`src/rtl/sseg_pkg.sv`:
```
// Shared constants for the seven-segment scan decoder: active-low segment
// patterns for digits 0..9 (bit 6 = segment a, bit 0 = segment g), the blank
// pattern, the invalid-digit code and the scan FSM state encoding.
// Latency: n/a (package). Backpressure: n/a.
package sseg_pkg;

   localparam logic [6:0] SSEG_0     = 7'b0000001;
   localparam logic [6:0] SSEG_1     = 7'b1001111;
   localparam logic [6:0] SSEG_2     = 7'b0010010;
   localparam logic [6:0] SSEG_3     = 7'b0000110;
   localparam logic [6:0] SSEG_4     = 7'b1001100;
   localparam logic [6:0] SSEG_5     = 7'b0100100;
   localparam logic [6:0] SSEG_6     = 7'b0100000;
   localparam logic [6:0] SSEG_7     = 7'b0001111;
   localparam logic [6:0] SSEG_8     = 7'b0000000;
   localparam logic [6:0] SSEG_9     = 7'b0000100;
   localparam logic [6:0] SSEG_BLANK = 7'b1111111;

   localparam logic [3:0] BCD_INVALID = 4'hF;

   // IDLE: no single anode active; TRACK: waiting for a stable sample;
   // HOLD: current strobe already captured, wait for the next change.
   typedef enum logic [1:0] {
      IDLE  = 2'd0,
      TRACK = 2'd1,
      HOLD  = 2'd2
   } scan_state_e;

endpackage

```
`src/rtl/sseg_scan_decoder_if.sv`:
```
// Display-bus bundle: raw anode strobes and segment lines in, decoded frame out.
// Latency: n/a (wires only). Backpressure: none, the display bus is free-running.
// Ports: an_n/sseg driven by the display side; bcd_digits, dp_out, digit_err,
// frame_valid (and stale when SSEG_TIMEOUT_EN is defined) driven by the decoder.
interface sseg_scan_decoder_if #(
   parameter int NUM_DIGITS = 4
);
   logic [NUM_DIGITS-1:0]   an_n;
   logic [7:0]              sseg;
   logic [4*NUM_DIGITS-1:0] bcd_digits;
   logic [NUM_DIGITS-1:0]   dp_out;
   logic [NUM_DIGITS-1:0]   digit_err;
   logic                    frame_valid;
`ifdef SSEG_TIMEOUT_EN
   logic                    stale;

   modport master (output an_n, sseg,
                   input  bcd_digits, dp_out, digit_err, frame_valid, stale);
   modport slave  (input  an_n, sseg,
                   output bcd_digits, dp_out, digit_err, frame_valid, stale);
`else
   modport master (output an_n, sseg,
                   input  bcd_digits, dp_out, digit_err, frame_valid);
   modport slave  (input  an_n, sseg,
                   output bcd_digits, dp_out, digit_err, frame_valid);
`endif
endinterface

```
`src/rtl/sseg_pattern_decode.sv`:
```
// Combinational seven-segment pattern to BCD decoder (inverse of the encoder).
// Latency: 0 cycles. Backpressure: none.
// Ports: pat (active-low segments a..g, a = bit 6) in; bcd, err out
// (bcd = 4'hF and err = 1 for blank or any non-digit pattern).
module sseg_pattern_decode
   import sseg_pkg::*;
(
   input  logic [6:0] pat,
   output logic [3:0] bcd,
   output logic       err
);

   always_comb begin
      bcd = BCD_INVALID;
      err = 1'b0;
      case (pat)
         SSEG_0:     bcd = 4'd0;
         SSEG_1:     bcd = 4'd1;
         SSEG_2:     bcd = 4'd2;
         SSEG_3:     bcd = 4'd3;
         SSEG_4:     bcd = 4'd4;
         SSEG_5:     bcd = 4'd5;
         SSEG_6:     bcd = 4'd6;
         SSEG_7:     bcd = 4'd7;
         SSEG_8:     bcd = 4'd8;
         SSEG_9:     bcd = 4'd9;
         SSEG_BLANK: err = 1'b1;
         default:    err = 1'b1;
      endcase
   end

endmodule

```
`src/rtl/sseg_scan_decoder.sv`:
```
// Recovers BCD digits and decimal points from a multiplexed active-low 7-seg bus.
// Latency: pin edge -> capture 2 + STABLE_CYCLES cycles; last capture -> frame 1 cycle.
// Backpressure: none; frames are published as soon as every digit has been seen.
// Ports: clk, rst_n (async active-low), bus (sseg_scan_decoder_if.slave).
// Optional watchdog under macro SSEG_TIMEOUT_EN: adds TIMEOUT_CYCLES and bus.stale.
module sseg_scan_decoder
   import sseg_pkg::*;
#(
   parameter int NUM_DIGITS    = 4,
   parameter int STABLE_CYCLES = 4
`ifdef SSEG_TIMEOUT_EN
   ,parameter int TIMEOUT_CYCLES = 1000000
`endif
) (
   input  logic               clk,
   input  logic               rst_n,
   sseg_scan_decoder_if.slave bus
);

   localparam int CNT_W = $clog2(STABLE_CYCLES) + 1;
   localparam int IDX_W = (NUM_DIGITS > 1) ? $clog2(NUM_DIGITS) : 1;
   localparam int SMP_W = NUM_DIGITS + 8;

   // two-flop synchronisers, reset to the inactive (all-high) bus level
   logic [NUM_DIGITS-1:0]   an_meta_q, an_meta_d, an_sync_q, an_sync_d;
   logic [7:0]              sseg_meta_q, sseg_meta_d, sseg_sync_q, sseg_sync_d;

   logic [SMP_W-1:0]        prev_q, prev_d;
   scan_state_e             state_q, state_d;
   logic [CNT_W-1:0]        stab_cnt_q, stab_cnt_d;
   logic [NUM_DIGITS-1:0]   seen_q, seen_d;
   logic [4*NUM_DIGITS-1:0] stg_bcd_q, stg_bcd_d;
   logic [NUM_DIGITS-1:0]   stg_dp_q, stg_dp_d;
   logic [NUM_DIGITS-1:0]   stg_err_q, stg_err_d;
   logic [4*NUM_DIGITS-1:0] bcd_out_q, bcd_out_d;
   logic [NUM_DIGITS-1:0]   dp_out_q, dp_out_d;
   logic [NUM_DIGITS-1:0]   err_out_q, err_out_d;
   logic                    frame_valid_q, frame_valid_d;

   logic                    changed;
   logic                    one_hot;
   logic [IDX_W-1:0]        dig_idx;
   logic [CNT_W-1:0]        cnt_inc;
   logic                    capture;
   logic                    publish;
   logic [3:0]              dec_bcd;
   logic                    dec_err;

   sseg_pattern_decode u_decode (
      .pat (sseg_sync_q[6:0]),
      .bcd (dec_bcd),
      .err (dec_err)
   );

   always_comb begin
      an_meta_d   = bus.an_n;
      an_sync_d   = an_meta_q;
      sseg_meta_d = bus.sseg;
      sseg_sync_d = sseg_meta_q;
      prev_d      = {an_sync_q, sseg_sync_q};

      changed = ({an_sync_q, sseg_sync_q} != prev_q);
      one_hot = $onehot(~an_sync_q);

      dig_idx = '0;
      for (int i = 0; i < NUM_DIGITS; i++) begin
         if (!an_sync_q[i]) dig_idx = IDX_W'(i);
      end

      // saturating increment; the counter never wraps back to zero
      cnt_inc = (stab_cnt_q == '1) ? stab_cnt_q : stab_cnt_q + CNT_W'(1);

      state_d    = state_q;
      stab_cnt_d = stab_cnt_q;
      capture    = 1'b0;

      case (state_q)
         IDLE: begin
            stab_cnt_d = '0;
            if (one_hot) state_d = TRACK;
         end
         TRACK: begin
            if (!one_hot) begin
               state_d    = IDLE;
               stab_cnt_d = '0;
            end else if (changed) begin
               stab_cnt_d = '0;
            end else if (cnt_inc == CNT_W'(STABLE_CYCLES - 1)) begin
               // the sample that entered at count 0 plus STABLE_CYCLES-1
               // identical followers makes STABLE_CYCLES equal samples
               stab_cnt_d = cnt_inc;
               capture    = 1'b1;
               state_d    = HOLD;
            end else begin
               stab_cnt_d = cnt_inc;
            end
         end
         HOLD: begin
            if (changed) begin
               stab_cnt_d = '0;
               state_d    = one_hot ? TRACK : IDLE;
            end
         end
         default: begin
            state_d    = IDLE;
            stab_cnt_d = '0;
         end
      endcase

      publish = &seen_q;

      // a capture in the publish cycle belongs to the next frame
      seen_d    = publish ? '0 : seen_q;
      stg_bcd_d = stg_bcd_q;
      stg_dp_d  = stg_dp_q;
      stg_err_d = stg_err_q;
      if (capture) begin
         seen_d[dig_idx]                   = 1'b1;
         stg_bcd_d[int'(dig_idx)*4 +: 4]   = dec_bcd;
         stg_dp_d[dig_idx]                 = sseg_sync_q[7];
         stg_err_d[dig_idx]                = dec_err;
      end

      bcd_out_d     = publish ? stg_bcd_q : bcd_out_q;
      dp_out_d      = publish ? stg_dp_q  : dp_out_q;
      err_out_d     = publish ? stg_err_q : err_out_q;
      frame_valid_d = publish;
   end

   always_ff @(posedge clk or negedge rst_n) begin
      if (!rst_n) begin
         an_meta_q     <= '1;
         an_sync_q     <= '1;
         sseg_meta_q   <= '1;
         sseg_sync_q   <= '1;
         prev_q        <= '1;
         state_q       <= IDLE;
         stab_cnt_q    <= '0;
         seen_q        <= '0;
         stg_bcd_q     <= '0;
         stg_dp_q      <= '0;
         stg_err_q     <= '0;
         bcd_out_q     <= '0;
         dp_out_q      <= '0;
         err_out_q     <= '0;
         frame_valid_q <= 1'b0;
      end else begin
         an_meta_q     <= an_meta_d;
         an_sync_q     <= an_sync_d;
         sseg_meta_q   <= sseg_meta_d;
         sseg_sync_q   <= sseg_sync_d;
         prev_q        <= prev_d;
         state_q       <= state_d;
         stab_cnt_q    <= stab_cnt_d;
         seen_q        <= seen_d;
         stg_bcd_q     <= stg_bcd_d;
         stg_dp_q      <= stg_dp_d;
         stg_err_q     <= stg_err_d;
         bcd_out_q     <= bcd_out_d;
         dp_out_q      <= dp_out_d;
         err_out_q     <= err_out_d;
         frame_valid_q <= frame_valid_d;
      end
   end

   assign bus.bcd_digits  = bcd_out_q;
   assign bus.dp_out      = dp_out_q;
   assign bus.digit_err   = err_out_q;
   assign bus.frame_valid = frame_valid_q;

`ifdef SSEG_TIMEOUT_EN
   localparam int WD_W = $clog2(TIMEOUT_CYCLES + 1);

   logic [WD_W-1:0] wd_cnt_q, wd_cnt_d;
   logic            stale_q, stale_d;

   always_comb begin
      if (capture)
         wd_cnt_d = '0;
      else if (wd_cnt_q != WD_W'(TIMEOUT_CYCLES))
         wd_cnt_d = wd_cnt_q + WD_W'(1);
      else
         wd_cnt_d = wd_cnt_q;

      stale_d = stale_q;
      if (wd_cnt_q == WD_W'(TIMEOUT_CYCLES)) stale_d = 1'b1;
      // cleared together with the frame_valid pulse
      if (publish) stale_d = 1'b0;
   end

   always_ff @(posedge clk or negedge rst_n) begin
      if (!rst_n) begin
         wd_cnt_q <= '0;
         stale_q  <= 1'b0;
      end else begin
         wd_cnt_q <= wd_cnt_d;
         stale_q  <= stale_d;
      end
   end

   assign bus.stale = stale_q;
`endif

endmodule

```
`src/flat_wrapper.sv`:
```
// flat-port wrapper written by rule: the top's interface ports become plain ports
module sseg_scan_decoder_flat import sseg_pkg::*;
#(
   parameter int NUM_DIGITS    = 4,
   parameter int STABLE_CYCLES = 4

)
  (clk, rst_n, bus_an_n, bus_sseg, bus_bcd_digits, bus_dp_out, bus_digit_err, bus_frame_valid);
  sseg_scan_decoder_if #(.NUM_DIGITS(NUM_DIGITS)) bus_i ();
  input  logic clk;
  input  logic rst_n;
  input wire logic [$bits(bus_i.an_n)-1:0] bus_an_n;
  input wire logic [$bits(bus_i.sseg)-1:0] bus_sseg;
  output wire logic [$bits(bus_i.bcd_digits)-1:0] bus_bcd_digits;
  output wire logic [$bits(bus_i.dp_out)-1:0] bus_dp_out;
  output wire logic [$bits(bus_i.digit_err)-1:0] bus_digit_err;
  output wire logic [$bits(bus_i.frame_valid)-1:0] bus_frame_valid;
  assign bus_i.an_n = bus_an_n;
  assign bus_i.sseg = bus_sseg;
  assign bus_bcd_digits = bus_i.bcd_digits;
  assign bus_dp_out = bus_i.dp_out;
  assign bus_digit_err = bus_i.digit_err;
  assign bus_frame_valid = bus_i.frame_valid;
  sseg_scan_decoder #(.NUM_DIGITS(NUM_DIGITS), .STABLE_CYCLES(STABLE_CYCLES)) u_core (.clk(clk), .rst_n(rst_n), .bus(bus_i));
endmodule
```
`config.mk`:
```
export PLATFORM = sky130hd
export DESIGN_NAME = sseg_scan_decoder_flat
export DESIGN_NICKNAME = d
export VERILOG_FILES = /design/src/rtl/sseg_pkg.sv /design/src/rtl/sseg_scan_decoder_if.sv /design/src/rtl/sseg_pattern_decode.sv /design/src/rtl/sseg_scan_decoder.sv /design/src/flat_wrapper.sv
export SDC_FILE = /design/constraint.sdc
export NUM_CORES = 1
export LEC_CHECK = 0
export ABC_AREA = 1
export CORE_MARGIN = 1.5
export CORE_UTILIZATION = 45
export DETAILED_ROUTE_END_ITERATION = 8
export GPL_TIMING_DRIVEN = 0
export PLACE_DENSITY_LB_ADDON = 0.05
export SLEW_MARGIN = 20
export SYNTH_ARGS = -nofsm -noshare
export SYNTH_HDL_FRONTEND = slang
export SYNTH_SLANG_ARGS = --single-unit
```
`constraint.sdc`:
```
create_clock -name clk -period 2.8 [get_ports clk]
set_clock_uncertainty 0.05 [all_clocks]
set_input_delay 0.56 -clock clk [delete_from_list [all_inputs] [get_ports clk]]
set_output_delay 0.56 -clock clk [all_outputs]
set_load 0.01 [all_outputs]
```
==> results of run 1 <==
-- cells in the final DEF (no fill, tap or decap), types with 2 or more instances in the layout --
| cell type | n |
|---|---|
| clkdlybuf4s50_1 | 37 |
| nand2_2 | 7 |
| clkbuf_1 | 5 |
| inv_1 | 40 |
| dfrtp_1 | 58 |
| nor3_1 | 2 |
| ha_4 | 3 |
| nand2_1 | 165 |
| nand3_1 | 15 |
| xnor2_1 | 4 |
| ha_1 | 4 |
| nand2_4 | 4 |
| nor2_1 | 33 |
| inv_2 | 7 |
| a21oi_1 | 7 |
| nand3_4 | 3 |
| o21ai_1 | 8 |
| nor2_4 | 5 |
| buf_4 | 12 |
| nand4_1 | 2 |
| nor2_2 | 5 |
| dfstp_2 | 36 |
| o21ai_0 | 8 |
| clkbuf_8 | 9 |
| clkinv_4 | 2 |
| clkinvlp_4 | 2 |
-- worst paths after layout --
check	cells after the start	end
max	12	u_core.stg_bcd_q[12]
min	0	u_core.sseg_sync_q[2]
max reg2reg	12	u_core.stg_bcd_q[12]
min reg2reg	0	u_core.sseg_sync_q[2]
max in group asynchronous	3	u_core.prev_q[7]
min in group asynchronous	2	u_core.bus.bcd_digits[6]
-- sequential cells by signal, indices dropped and copies added (netlist names), 4 cells and up --
name	count
u_core.bus.bcd_digits	16
u_core.stg_bcd_q	16
u_core.prev_q	12
u_core.sseg_meta_q	8
u_core.sseg_sync_q	8
u_core.an_meta_q	4
u_core.an_sync_q	4
u_core.bus.digit_err	4
u_core.bus.dp_out	4
u_core.seen_q	4
u_core.stg_dp_q	4
u_core.stg_err_q	4
-- stage by stage --
step	power, mW	TNS, ps	util [%]
floorplan	1.54	0	-
global route	2.56	-255	58.6
finish	2.44	0	58.6
CTS	2.45	0	57.5
global placement	1.60	-169580	53.2
detailed placement	1.61	-2510	53.6
-- metal layers --
metal  up-vias  global-route usage (%)  wire [um]
met5         -                       0          0
met3        11                    3.55        211
li1       1440                       -          -
met1      1294                    22.8       3350
met4         0                    7.72        138
met2        47                    27.9       3400
-- final cells by class --
cell class              instances  share of cell area [%]
clock buffers                   9                    2.55
well taps                     105                    2.70
repair buffers                 52                    10.5
multi-input cells             282                    29.8
plain buffers                   5                   0.386
flip-flops and latches         94                    49.3
inverters                      48                    3.76
clock inverters                 7                    1.03
-- repair_timing --
action,in CTS,in global routing
setup endpoints to repair,28,28
endpoints found under the hold margin,7,0
setup buffers,9,3
resized for setup,15,15
pin swaps,8,11
hold buffers,1,0
gates cloned,1,0
-- power groups by stage --
stage | logic (mW) | clock network (mW) | registers (mW)
floorplan | 0.0851 | 0 | 1.45
global placement | 0.144 | 0 | 1.46
detailed placement | 0.154 | 0 | 1.46
CTS | 0.192 | 0.828 | 1.43
global route | 0.232 | 0.890 | 1.44
finish | 0.204 | 0.803 | 1.43
-- worst register-to-register path, stage by stage (launching register included) --
cell,delay [ps]
dfstp_2,570
inv_4,50
ha_4,240
ha_4,150
fa_1,460
nor2_2,160
nand2_2,80
nor3_4,220
inv_2,120
nor2_4,230
nand3_4,150
nand2_1,100
nand2_1,60
-- cell families (layout without fill, tap and decap cells) --
group,Yosys count,in the layout
AO/OA/AOI/OAI,25,25
XOR/XNOR,4,4
adder cells (fa/ha/maj),8,8
buffers and inverters,53,121
flip-flops,94,94
AND/OR/NAND/NOR,244,245
==> flow_summary.html, run 1 <==
<table>
<tr><th>Metric</th><th>Value</th></tr>
<tr><th colspan="2">Run</th></tr>
<tr><td>Max-cap violations</td><td>0</td></tr>
<tr><th colspan="2">Layout</th></tr>
<tr><td>FF+latch area</td><td>approximately 2400 sq um</td></tr>
<tr><td>Layout Nets</td><td>514</td></tr>
<tr><td>Post-Layout Cell Count</td><td>around 600</td></tr>
<tr><td>Share of final-layout standard cells stronger than drive strength 1</td><td>21.1%</td></tr>
<tr><td># fillers</td><td>around 740</td></tr>
<tr><td>Layout overhead on the synthesized area</td><td>24.5%</td></tr>
<tr><td>Post-route cell area</td><td>about 4900 sq um</td></tr>
<tr><td>Total area of multi-input combinational cells</td><td>about 1400 sq um</td></tr>
<tr><td>Diode insertion count for antenna repair</td><td>0</td></tr>
<tr><th colspan="2">Drt</th></tr>
<tr><td>Routed via count</td><td>~2,800</td></tr>
<tr><td>DRC viols</td><td>0</td></tr>
<tr><td>First-pass detailed-route iteration total</td><td>4</td></tr>
<tr><td>Sum of routed wire length over all layers</td><td>just over 7000 um</td></tr>
<tr><td>Routed len/inst</td><td>~12 um</td></tr>
<tr><td>Routed Antenna Nets</td><td>0</td></tr>
<tr><td>Routed via count divided by cell count</td><td>4.64</td></tr>
<tr><td>Initial drt markers</td><td>about 110</td></tr>
<tr><th colspan="2">Yosys</th></tr>
<tr><td>Compound-gate portion of the synthesized area</td><td>under 10%</td></tr>
<tr><td>Top post-synthesis cells by count</td><td>nand2_1, dfrtp_1, inv_1, dfstp_2, nor2_1</td></tr>
<tr><td>Proportion of synthesized area in mux cells</td><td>0%</td></tr>
<tr><td>Xor/xnor share of the synthesized area</td><td>0.897%</td></tr>
<tr><td>Synth warn</td><td>0</td></tr>
<tr><td>Primary flip-flop cell chosen by synthesis mapping</td><td>dfrtp_1</td></tr>
<tr><td>Cell with the most instances after synthesis</td><td>nand2_1</td></tr>
<tr><td>Fraction of the yosys area taken by sequential cells</td><td>between 60% and 70%</td></tr>
<tr><td>Mapped Cells</td><td>between 400 and 500</td></tr>
<tr><td>Cell types occupying the most area after synthesis</td><td>dfrtp_1, dfstp_2, nand2_1, inv_1, nor2_1</td></tr>
<tr><td>Arithmetic-cell share of the synthesized area counting full adders, half adders and majority gates</td><td>approximately 2.8%</td></tr>
<tr><td>Syn_nets</td><td>450</td></tr>
<tr><td>Syn avg cell area</td><td>between 9 and 10 sq um</td></tr>
<tr><td>Share of the synthesized area in the top cell type</td><td>about 37%</td></tr>
<tr><td>Number of enable flip-flop cells after synthesis</td><td>0</td></tr>
<tr><td>Simple-gate area share of the yosys netlist</td><td>26.5%</td></tr>
<tr><td>Number of distinct standard cells referenced by the synthesized netlist</td><td>26</td></tr>
<tr><td>Post-synthesis instance area</td><td>a little under 4000 sq um</td></tr>
<tr><td>Share of synthesized flip-flops with an asynchronous set or reset</td><td>100%</td></tr>
<tr><td>Register bit count reported by yosys</td><td>between 90 and 100</td></tr>
<tr><td>Combinational family with the most area after synthesis</td><td>simple AND/OR/NAND/NOR gates</td></tr>
<tr><td>Post-synth top area cell</td><td>dfrtp_1</td></tr>
<tr><th colspan="2">Power</th></tr>
<tr><td>Switching Fraction</td><td>about 25%</td></tr>
<tr><td>Cell Pwr Density</td><td>roughly 500 nW/um^2</td></tr>
<tr><td>Part of the total power dissipated in the clock network</td><td>between 30 and 40%</td></tr>
<tr><td>Reg power frac</td><td>~60%</td></tr>
<tr><td>Static power due to leakage</td><td>between 2 and 2.5 nW</td></tr>
<tr><td>P_int</td><td>roughly 1.8 mW</td></tr>
<tr><td>Psw</td><td>approximately 0.62 mW</td></tr>
<tr><td>Peak supply drop</td><td>0.000328 V</td></tr>
<tr><td>Part of the total power dissipated in combinational logic</td><td>~8.4%</td></tr>
<tr><th colspan="2">Global routing</th></tr>
<tr><td>Number of global-route vias before repair</td><td>2,617</td></tr>
<tr><td>Initial antenna violation count</td><td>0</td></tr>
<tr><td>All-Layer GR Usage</td><td>17.4%</td></tr>
<tr><td>Largest net degree at the start of global routing</td><td>a little over 70</td></tr>
<tr><td>Wire length of the first global-routing pass</td><td>12,000 um</td></tr>
<tr><td>Aggregate global routing overflow</td><td>0</td></tr>
<tr><th colspan="2">Setup path</th></tr>
<tr><td>Data required time of the critical path</td><td>2990 ps</td></tr>
<tr><td>Critical-path top delay cell</td><td>dfstp_2</td></tr>
<tr><td>Critical path, cell by cell</td><td>inv_4 &gt; ha_4 &gt; ha_4 &gt; fa_1 &gt; nor2_2 &gt; nand2_2 &gt; nor3_4 &gt; inv_2 &gt; nor2_4 &gt; nand3_4 &gt; nand2_1 &gt; nand2_1</td></tr>
<tr><td>Register-to-register path setup slack</td><td>roughly 63 ps</td></tr>
<tr><td>Top Family by Delay on Critical Path</td><td>simple AND/OR/NAND/NOR gates</td></tr>
<tr><td>Launch point of the worst reg-to-reg path</td><td>u_core.an_sync_q[2]</td></tr>
<tr><td>Delay of the slowest critical-path stage</td><td>between 500 and 600 ps</td></tr>
<tr><td>Buf+Inv Stages, Crit Path</td><td>2</td></tr>
<tr><td>Critical Path Source</td><td>u_core.an_sync_q[2]</td></tr>
<tr><td>Arrival time worst endpoint</td><td>slightly below 3000 ps</td></tr>
<tr><td>Crit end category</td><td>flop</td></tr>
<tr><td>Worst Path Max Fanout</td><td>5</td></tr>
<tr><td>Critical Setup Path Class</td><td>reg -&gt; reg</td></tr>
<tr><td>Worst setup SP type</td><td>flop</td></tr>
<tr><th colspan="2">Floorplan</th></tr>
<tr><td>Total die area</td><td>about 9000 sq um</td></tr>
<tr><td>Floorplan die height</td><td>96.2 um</td></tr>
<tr><td>FP Rows</td><td>33</td></tr>
<tr><td>Initial cell density of the core</td><td>47.1%</td></tr>
<tr><td>IO Count</td><td>39</td></tr>
<tr><td>Core box area</td><td>between 8000 and 9000 sq um</td></tr>
<tr><td>Die X-Extent</td><td>96.2 um</td></tr>
<tr><th colspan="2">Clocking</th></tr>
<tr><td>Maximum clock path buffer count</td><td>2</td></tr>
<tr><td>Cts bufs inserted</td><td>9</td></tr>
<tr><td>Clock transition at the registers of the reported paths</td><td>roughly 80 ps</td></tr>
<tr><td>Cell chosen for the clock root</td><td>clkbuf_8</td></tr>
<tr><td>Worst-skew pair later-pin latency</td><td>around 360 ps</td></tr>
<tr><td>Clock Sink Count</td><td>94</td></tr>
<tr><td>CTS tree</td><td>done</td></tr>
<tr><td>Number of H-tree levels</td><td>3</td></tr>
<tr><th colspan="2">Outcome</th></tr>
<tr><td>Status</td><td>finished, final reports clean</td></tr>
<tr><th colspan="2">Timing</th></tr>
<tr><td>Worst Tran Pin Value</td><td>704 ps</td></tr>
<tr><td>Setup repair after global routing missed its margin</td><td>yes</td></tr>
<tr><td>Portion of the clock cycle consumed by the worst path in the final layout</td><td>between 90% and 100%</td></tr>
<tr><td>Max_slew headroom</td><td>52.7%</td></tr>
<tr><td>Period minus WS final</td><td>2740 ps</td></tr>
<tr><td>Final hold violation count</td><td>0</td></tr>
<tr><td>Top achievable clock speed</td><td>between 0.3 and 0.4 GHz</td></tr>
<tr><td>Final setup slack of the worst path</td><td>62.5 ps</td></tr>
<tr><td>Hold slack final</td><td>a little over 300 ps</td></tr>
<tr><td>Number of failing setup endpoints in the final timing report</td><td>0</td></tr>
<tr><td>Final-report max-slew violation count</td><td>0</td></tr>
<tr><th colspan="2">Place</th></tr>
<tr><td>Cell Count Post-Placement</td><td>572</td></tr>
<tr><td>Sum of net half-perimeters after detailed placement</td><td>approximately 4800 um</td></tr>
<tr><td>Area after DPL</td><td>roughly 4400 sq um</td></tr>
<tr><td>Routability cong.</td><td>roughly 0.89</td></tr>
<tr><td>Buffers added on ports</td><td>38</td></tr>
<tr><td>Post-placement setup slack</td><td>-147 ps</td></tr>
<tr><th colspan="2">Worst hold path</th></tr>
<tr><td>Path type of the worst min-delay path</td><td>reg -&gt; reg</td></tr>
<tr><td>Launch instance of the worst min-delay path</td><td>u_core.sseg_meta_q[2]</td></tr>
</table>
Power figures use the tool's default switching activity.
==> run 2, diff against run 1 <==
- SKIP_CTS_REPAIR_TIMING: unset -> 1
==> flow_summary.html, run 2 (synthesis results as in run 1) <==
<table>
<tr><th>Metric</th><th>Value</th></tr>
<tr><th colspan="2">Power</th></tr>
<tr><td>Static power due to leakage</td><td>~2.4 nW</td></tr>
<tr><td>Part of the total power dissipated in combinational logic</td><td>about 7.7%</td></tr>
<tr><td>Peak supply drop</td><td>approximately 0.00032 V</td></tr>
<tr><td>Reg power frac</td><td>~60%</td></tr>
<tr><td>P_int</td><td>between 1.5 and 2 mW</td></tr>
<tr><td>Part of the total power dissipated in the clock network</td><td>33.0%</td></tr>
<tr><td>Cell Pwr Density</td><td>~500 nW/um^2</td></tr>
<tr><td>Switching Fraction</td><td>roughly 25%</td></tr>
<tr><td>Post-layout total power</td><td>about 2.4 mW</td></tr>
<tr><td>Psw</td><td>just over 0.6 mW</td></tr>
<tr><th colspan="2">Drt</th></tr>
<tr><td>Routed via count</td><td>between 2,000 and 3,000</td></tr>
<tr><td>Routed via count divided by cell count</td><td>about 4.6</td></tr>
<tr><td>First-pass detailed-route iteration total</td><td>4</td></tr>
<tr><td>DRC viols</td><td>0</td></tr>
<tr><td>Initial drt markers</td><td>118</td></tr>
<tr><td>Routed Antenna Nets</td><td>0</td></tr>
<tr><td>Sum of routed wire length over all layers</td><td>between 7000 and 8000 um</td></tr>
<tr><td>Routed len/inst</td><td>roughly 12 um</td></tr>
<tr><th colspan="2">Global routing</th></tr>
<tr><td>Number of global-route vias before repair</td><td>around 2,600</td></tr>
<tr><td>Wire length of the first global-routing pass</td><td>between 10,000 and 15,000 um</td></tr>
<tr><td>All-Layer GR Usage</td><td>around 17%</td></tr>
<tr><td>Aggregate global routing overflow</td><td>0</td></tr>
<tr><td>Largest net degree at the start of global routing</td><td>slightly above 70</td></tr>
<tr><td>Initial antenna violation count</td><td>0</td></tr>
<tr><th colspan="2">Timing</th></tr>
<tr><td>Setup repair after global routing missed its margin</td><td>yes</td></tr>
<tr><td>Period minus WS final</td><td>2770 ps</td></tr>
<tr><td>Worst Tran Pin Value</td><td>between 600 and 700 ps</td></tr>
<tr><td>Final-report max-slew violation count</td><td>0</td></tr>
<tr><td>Top achievable clock speed</td><td>0.361 GHz</td></tr>
<tr><td>Number of failing setup endpoints in the final timing report</td><td>0</td></tr>
<tr><td>Max_slew headroom</td><td>a little over half</td></tr>
<tr><td>Portion of the clock cycle consumed by the worst path in the final layout</td><td>between 90% and 100%</td></tr>
<tr><td>Final hold violation count</td><td>0</td></tr>
<tr><td>Sum of negative setup slack</td><td>0 ps</td></tr>
<tr><td>Final setup slack of the worst path</td><td>31.6 ps</td></tr>
<tr><td>Hold slack final</td><td>308 ps</td></tr>
<tr><th colspan="2">Setup path</th></tr>
<tr><td>Arrival time worst endpoint</td><td>2970 ps</td></tr>
<tr><td>Crit end category</td><td>flop</td></tr>
<tr><td>Critical Setup Path Class</td><td>reg -&gt; reg</td></tr>
<tr><td>Data required time of the critical path</td><td>approximately 3000 ps</td></tr>
<tr><td>Worst setup SP type</td><td>flop</td></tr>
<tr><td>Worst Path Max Fanout</td><td>5</td></tr>
<tr><th colspan="2">Floorplan</th></tr>
<tr><td>Die X-Extent</td><td>96.2 um</td></tr>
<tr><td>Initial cell density of the core</td><td>a little under half</td></tr>
<tr><td>IO Count</td><td>39</td></tr>
<tr><td>FP Rows</td><td>33</td></tr>
<tr><td>Total die area</td><td>9250 sq um</td></tr>
<tr><td>Core box area</td><td>8300 sq um</td></tr>
<tr><td>Floorplan die height</td><td>about 96 um</td></tr>
<tr><th colspan="2">Clocking</th></tr>
<tr><td>Worst-skew pair later-pin latency</td><td>approximately 360 ps</td></tr>
<tr><td>Clock Sink Count</td><td>94</td></tr>
<tr><td>Maximum clock path buffer count</td><td>2</td></tr>
<tr><td>Cts bufs inserted</td><td>9</td></tr>
<tr><td>Clock transition at the registers of the reported paths</td><td>approximately 100 ps</td></tr>
<tr><td>CTS tree</td><td>done</td></tr>
<tr><td>Cell chosen for the clock root</td><td>clkbuf_8</td></tr>
<tr><td>Number of H-tree levels</td><td>3</td></tr>
<tr><th colspan="2">Place</th></tr>
<tr><td>Routability cong.</td><td>0.895</td></tr>
<tr><td>Post-placement setup slack</td><td>-147 ps</td></tr>
<tr><td>Sum of net half-perimeters after detailed placement</td><td>approximately 4800 um</td></tr>
<tr><td>Buffers added on ports</td><td>38</td></tr>
<tr><td>Cell Count Post-Placement</td><td>between 500 and 600</td></tr>
<tr><th colspan="2">Layout</th></tr>
<tr><td>Total area of multi-input combinational cells</td><td>between 1000 and 1500 sq um</td></tr>
<tr><td>Most frequent cells in the layout</td><td>nand2_1, dfrtp_1, inv_1, clkdlybuf4s50_1, dfstp_2</td></tr>
<tr><td>Layout Nets</td><td>~500</td></tr>
<tr><td># fillers</td><td>~740</td></tr>
<tr><td>FF+latch area</td><td>between 2000 and 2500 sq um</td></tr>
<tr><td>Post-Layout Cell Count</td><td>between 500 and 600</td></tr>
<tr><td>Layout overhead on the synthesized area</td><td>22.7%</td></tr>
<tr><td>Most frequent standard cell in the layout excluding fill and tap cells</td><td>nand2_1</td></tr>
<tr><td>Share of final-layout standard cells stronger than drive strength 1</td><td>19.8%</td></tr>
<tr><td>Diode insertion count for antenna repair</td><td>0</td></tr>
<tr><th colspan="2">Outcome</th></tr>
<tr><td>Status</td><td>finished, final reports clean</td></tr>
<tr><th colspan="2">Worst hold path</th></tr>
<tr><td>Path type of the worst min-delay path</td><td>reg -&gt; reg</td></tr>
<tr><th colspan="2">Run</th></tr>
<tr><td>Max-cap violations</td><td>0</td></tr>
</table>
-- run 2: final cells by class --
cell class | instances | share of cell area [%]
plain buffers | 5 | 0.392
clock buffers | 9 | 2.59
clock inverters | 7 | 1.04
inverters | 48 | 3.81
multi-input cells | 282 | 29.8
flip-flops and latches | 94 | 50.1
well taps | 105 | 2.74
repair buffers | 45 | 9.54
-- run 2: power by group through the flow --
stage	combinational [mW]	clock [mW]	sequential, mW
finish	0.187	0.800	1.43
global route	0.214	0.889	1.44
CTS	0.156	0.828	1.43
detailed placement	0.154	0	1.46
global placement	0.144	0	1.46
floorplan	0.0851	0	1.45
-- run 2: worst max-delay path, stage by stage (launching register included) --
cell and delay, ps:
dfstp_2 600, inv_4 60, ha_4 220, ha_4 160, fa_1 470, nor2_2 130, nand2_2 80, nor3_4 290
inv_2 120, nor2_4 190, nand3_2 150, nand2_1 100, o21ai_1 60
-- run 2: routing by layer --
| layer | track usage [%] | up-vias | share of wire [%] |
|---|---|---|---|
| met5 | 0 | - | 0 |
| met4 | 7.72 | 0 | 2.0 |
| met3 | 3.55 | 11 | 2.9 |
| met2 | 27.2 | 43 | 48 |
| met1 | 21.8 | 1267 | 47 |
| li1 | - | 1423 | - |
-- run 2: worst paths after layout --
check                      slack [ps]                        to                  start  depth (start not counted)
min                               310     u_core.sseg_sync_q[2]  u_core.sseg_meta_q[2]                          0
max in group asynchronous        1490          u_core.prev_q[7]                  rst_n                          3
max reg2reg                        30        u_core.stg_dp_q[3]    u_core.an_sync_q[2]                         12
min in group asynchronous         550  u_core.bus.bcd_digits[6]                  rst_n                          2
min reg2reg                       310     u_core.sseg_sync_q[2]  u_core.sseg_meta_q[2]                          0
max                                30        u_core.stg_dp_q[3]    u_core.an_sync_q[2]                         12
-- run 2: through the flow --
step                util, %  instance area (sq um)
global route           57.7                   4790
CTS                    55.7                   4620
finish                 57.7                   4790
detailed placement     53.6                   4450
global placement       53.2                   4420
floorplan                 -                   3910
